--- src/rtl/mult_sequencer.sv ---
// Sequencer for the EX-stage iterative multiplier: issues load, step and HI/LO
// write-back enables, and stalls dependent MULT/MFHI/MFLO while a multiply is in flight.
module mult_sequencer #(
  parameter int          MULT_CYCLES = 32,
  parameter logic [5:0]  F_MULT      = 6'b011001,
  parameter logic [5:0]  F_MFHI      = 6'b010000,
  parameter logic [5:0]  F_MFLO      = 6'b010010
) (
  input  logic       clk,
  input  logic       reset,
  input  logic       ex_valid,
  input  logic [1:0] ALUop,
  input  logic [5:0] Funct,
  input  logic       abort,
  output logic       mult_load,
  output logic       mult_step,
  output logic       hilo_we,
  output logic       stall,
  output logic       busy,
  output logic [5:0] count
);

  typedef enum logic [1:0] {IDLE, RUN, WRITE} state_t;

  localparam logic [5:0] LAST_STEP = 6'(MULT_CYCLES - 1);

  state_t     state;
  state_t     state_next;
  logic [5:0] count_next;
  logic       is_rtype;
  logic       is_mult;
  logic       is_mfx;
  logic       is_dep;
  logic       accept;

  assign is_rtype = ex_valid & (ALUop == 2'b10);
  assign is_mult  = is_rtype & (Funct == F_MULT);
  assign is_mfx   = is_rtype & ((Funct == F_MFHI) | (Funct == F_MFLO));
  assign is_dep   = is_mult | is_mfx;
  assign accept   = (state == IDLE) & is_mult & ~abort;

  always_ff @(posedge clk or posedge reset) begin
    if (reset) begin
      state <= IDLE;
      count <= 6'd0;
    end else begin
      state <= state_next;
      count <= count_next;
    end
  end

  // abort from any busy state drops straight back to IDLE and discards progress
  always_comb begin
    state_next = state;
    count_next = count;
    case (state)
      IDLE: begin
        if (accept) begin
          state_next = RUN;
          count_next = 6'd0;
        end
      end
      RUN: begin
        if (abort) begin
          state_next = IDLE;
          count_next = 6'd0;
        end else if (count == LAST_STEP) begin
          state_next = WRITE;
          count_next = 6'd0;
        end else begin
          count_next = count + 6'd1;
        end
      end
      WRITE: begin
        state_next = IDLE;
        count_next = 6'd0;
      end
      default: begin
        state_next = IDLE;
        count_next = 6'd0;
      end
    endcase
  end

  always_comb begin
    mult_load = accept;
    mult_step = 1'b0;
    hilo_we   = 1'b0;
    busy      = (state != IDLE);
    stall     = is_dep & (state != IDLE);
    case (state)
      RUN:     mult_step = 1'b1;
      WRITE:   hilo_we   = ~abort;
      default: ;
    endcase
  end

endmodule

--- config.mk ---
export PLATFORM = sky130hd
export DESIGN_NAME = mult_sequencer
export DESIGN_NICKNAME = d
export VERILOG_FILES = /design/src/rtl/mult_sequencer.sv
export SDC_FILE = /design/constraint.sdc
export NUM_CORES = 1
export LEC_CHECK = 0
export BUFFER_PORTS_ARGS = -buffer_cell sky130_fd_sc_hd__buf_4
export CELL_PAD_IN_SITES_DETAIL_PLACEMENT = 1
export CELL_PAD_IN_SITES_GLOBAL_PLACEMENT = 2
export CORE_ASPECT_RATIO = 1.25
export CORE_MARGIN = 2
export CORE_UTILIZATION = 29
export CTS_BUF_LIST = sky130_fd_sc_hd__clkbuf_2
export DETAILED_ROUTE_END_ITERATION = 6
export HOLD_SLACK_MARGIN = 0.05
export PLACE_DENSITY_LB_ADDON = 0.1
export SLEW_MARGIN = 20
export SYNTH_ARGS = -nofsm -noshare
export SYNTH_HDL_FRONTEND = slang
export SYNTH_SLANG_ARGS = --single-unit
--- constraint.sdc ---
create_clock -name clk -period 2.9 [get_ports clk]
set_input_delay 0.145 -clock clk [delete_from_list [all_inputs] [get_ports clk]]
set_output_delay 0.145 -clock clk [all_outputs]
set_load 0.005 [all_outputs]
==> impl_metrics.csv <==
group,metric,value,unit
worst_setup_path,crit_path_cell_trace,"nor2_1 -> inv_1 -> nor4_1 -> buf_4",
grt,grt_overflow_total,0,
floorplan,die_x,40.8,µm
floorplan,pin_count,23,
route,count_of_tritonroute_iterations_in_the_first_routing_pass,4,
sta,min_period_over_period,55.6,%
clock_network,cts_tree,"built",
floorplan,dieHeight,50.0,µm
synthesis,synthDominantAreaCellType,"dfrtp_1",
route,vias,479,
worst_setup_path,reg2reg_depth,4,
synthesis,muxShareOfSynthArea,2.29,%
worst_setup_path,critPathLaunchType,"flop",
run,cap_viol_max_count,0,
final_layout,number_of_inserted_diodes,0,
hold_path,worst_hold_path_type,"in -> reg",
synthesis,synth.yosys.seq_area_share,40.7,%
placed_design,portBuffers,22,
final_layout,fin_cells,89,
synthesis,synth_simple_gate_area_share,31.6,%
placed_design,detailedPlacementHpwl,1120,µm
sta,finalClockSkew,0.00839,ns
worst_setup_path,crit_start,"state[1]",
final_layout,synthesis_to_layout_area_growth,43.3,%
grt,grt_pass1_vias,519,
worst_setup_path,worst_reg2reg_path_startpoint,"count[0]",
placed_design,globalplace.congestion,0.699,
grt,antenna_found_initial,0,
sta,slew-limit-headroom,57.7,%
final_layout,layout.filler_cells,192,
final_layout,drive_above_1_share,43.7,%
clock_network,cts-buffers-inserted,3,
synthesis,register_bit_count_reported_by_yosys,8,
power,max_ir_drop_vdd,0.110,mV
synthesis,synth_area_in_compound_gates,19.6,%
worst_setup_path,worst-endpoint-arrival,1.47,ns
synthesis,yosys.area.top_type_share,40.7,%
sta,grt_setup_unrepaired,"false",
sta,max_freq,620,MHz
route,antenna_left,0,
worst_setup_path,reg2reg_setup_slack,1.34,ns
synthesis,synth_fp_nets,58,
clock_network,cts_htree_levels,1,
worst_setup_path,end_kind,"output pin",
worst_setup_path,worstPathBufferInverterCount,2,
synthesis,synth_fa_ha_area_share,2.54,%
synthesis,synth.lib_cells_used.distinct,31,
final_layout,fin_util,44.5,%
floorplan,floorplan.initialDensity,31.1,%
synthesis,syn-mean-instance-area,10.9,µm²
clock_network,cts_max_path_buffers,2,
floorplan,rows,16,
synthesis,post_synth_main_area_contributors,"dfrtp_1, nand4bb_4, nor3b_1, nor4b_2, ha_1",
floorplan,die-area,2040,µm²
route,detail_route.drc_violations,0,
synthesis,syn_area,492,µm²
sta,setup_viol,0,
sta,finalHoldViolCount,0,
grt,grt_max_degree,9,
worst_setup_path,cpLargestDelayFamily,"simple AND/OR/NAND/NOR gates",
grt,grt_usage,16.5,%
sta,fin_hold_ws,0.325,ns
final_layout,fin_nets,86,
outcome,outcome,"complete, no violations",
synthesis,yosysWarnings,0,
clock_network,clock-root-buffer,"clkbuf_2",
worst_setup_path,crit_path_end,"mult_load",
worst_setup_path,worstSetupPathType,"reg -> out",
clock_network,clock_sink_count,8,
route,route.detailed.wl_per_inst,15.7,µm
floorplan,standard_cell_core_area,1580,µm²
clock_network,insertion_delay,0.23,ns
route,wirelength,1400,µm
worst_setup_path,worst-path-max-fanout,5,
route,first_iter_violations,1,
worst_setup_path,r2r_end,"count[3]",
worst_setup_path,cp_num_cells,4,
sta,setup_tns,0,ns
sta,layout_min_cycle_time,1.61,ns
synthesis,synth_xor_xnor_area_share,1.78,%
sta,drv_slew,0,
hold_path,min_delay_path_depth,3,
clock_network,cts_post_setup_buffers_inserted,0,
synthesis,syn-instance-count,45,
worst_setup_path,required,2.76,ns
synthesis,main_combinational_cell_family_by_area_after_synthesis,"simple AND/OR/NAND/NOR gates",
grt,grt_pass1_wl,2280,µm
sta,tightest_pin_transition,0.634,ns
clock_network,clk_pin_slew,0.09,ns
power,pwr_density_cell,291,nW/µm²
worst_setup_path,slowest_cell_on_the_critical_path,"dfrtp_1",
route,routed_via_density,5.38,
placed_design,place.detailed.instances,85,
power,leakagePower,0.000353,µW
worst_setup_path,cpPeakStageDelay,0.43,ns
[kinds of logic (layout without fill, tap and decap cells)]
logic type | Yosys count | in the layout
AOI/OAI and AO/OA | 12 | 12
xor gates and xnor gates | 1 | 1
DFF | 8 | 8
and+or+nand+nor | 20 | 20
buffers and inverters | 2 | 28
adders and majority gates | 1 | 1
muxes | 1 | 1
[worst min-delay path, delay by kind of cell]
| family | cells | cell delay, ns |
|---|---|---|
| buffers and inverters | 1 | 0.10 |
| AND/OR/NAND/NOR | 2 | 0.28 |
[stage by stage]
step | area, µm² | setup WS, ns | total power (µW)
detailed placement | 679 | 1.37 | 140
global route | 704 | 1.13 | 220
global placement | 679 | 1.39 | 139
floorplan | 492 | 1.49 | 123
CTS | 704 | 1.24 | 209
finish | 704 | 1.29 | 205
[flip-flops by register name (all words and copies together) (netlist names)]
signal / flops
count: 6
state: 2
[layout make-up]
| class | count | area, µm² | share of cell area (%) |
|---|---|---|---|
| Clock buffer | 3 | 15.0 | 2.13 |
| Inverter | 2 | 7.51 | 1.07 |
| Multi-Input combinational cell | 35 | 284 | 40.3 |
| Sequential cell | 8 | 200 | 28.4 |
| Tap cell | 18 | 22.5 | 3.20 |
| Timing Repair Buffer | 23 | 175 | 24.9 |
[worst min path at each step]
stage	from	end	slack, ns
after floorplan	reset	count[0]	-0.04
after CTS	abort	state[1]	0.32
after global routing	abort	state[1]	0.35
after global placement	reset	state[0]	0.12
after detailed placement	reset	state[1]	0.13
final	abort	state[1]	0.33
[power by group]
| part | switching, µW | internal, µW | leakage [µW] | total, µW |
|---|---|---|---|---|
| sequential | 1.23 | 112 | 0.000112 | 113 |
| clock | 38.5 | 28.2 | 0.0000125 | 66.7 |
| combinational | 8.94 | 16.1 | 0.000229 | 25.0 |
| total | 48.7 | 157 | 0.000353 | 205 |
[routing by layer]
layer	global-route usage [%]	up-vias	wire length, µm
li1	-	224	-
met1	17.3	237	527
met2	28.1	18	792
met3	3.60	0	77
met4	8.33	0	0
met5	0	-	0
[placed cells by master, fill, tap and decap left out, drive strengths merged, types with 2 or more instances in the layout]
cell type / n
clkbuf: 3
nand3: 2
buf: 22
a21oi: 2
inv: 2
a22o: 2
nor4b: 2
dfrtp: 8
o31a: 2
o21ai: 2
nor3b: 2
nand4bb: 2
nand2: 2
nor2: 2
[cells in the mapped netlist]
cell type,instances
a211o_1,1
o31a_1,1
or2_1,1
a22o_1,1
o21ai_0,2
nor2_1,2
nand2b_1,1
a22o_2,1
a221o_1,1
nor3_1,1
and2_1,1
o21ba_2,1
or3b_1,1
nand2_1,2
o211a_1,1
dfrtp_1,8
nand4bb_1,1
mux2_2,1
nor3b_1,2
nor4b_2,1
inv_1,2
ha_1,1
nand3b_1,1
nand4bb_4,1
o31a_2,1
xnor2_1,1
nor2b_1,1
nor4_1,1
nand3_1,2
a21oi_1,2
nor4b_1,1
[repair_timing]
action / CTS / global route
hold endpoints to repair: 8 / 0
resized for setup: 0 / 0
hold buffers: 1 / 0
setup endpoints to repair: 0 / 0
No activity file was read; power rests on OpenSTA's default activity.
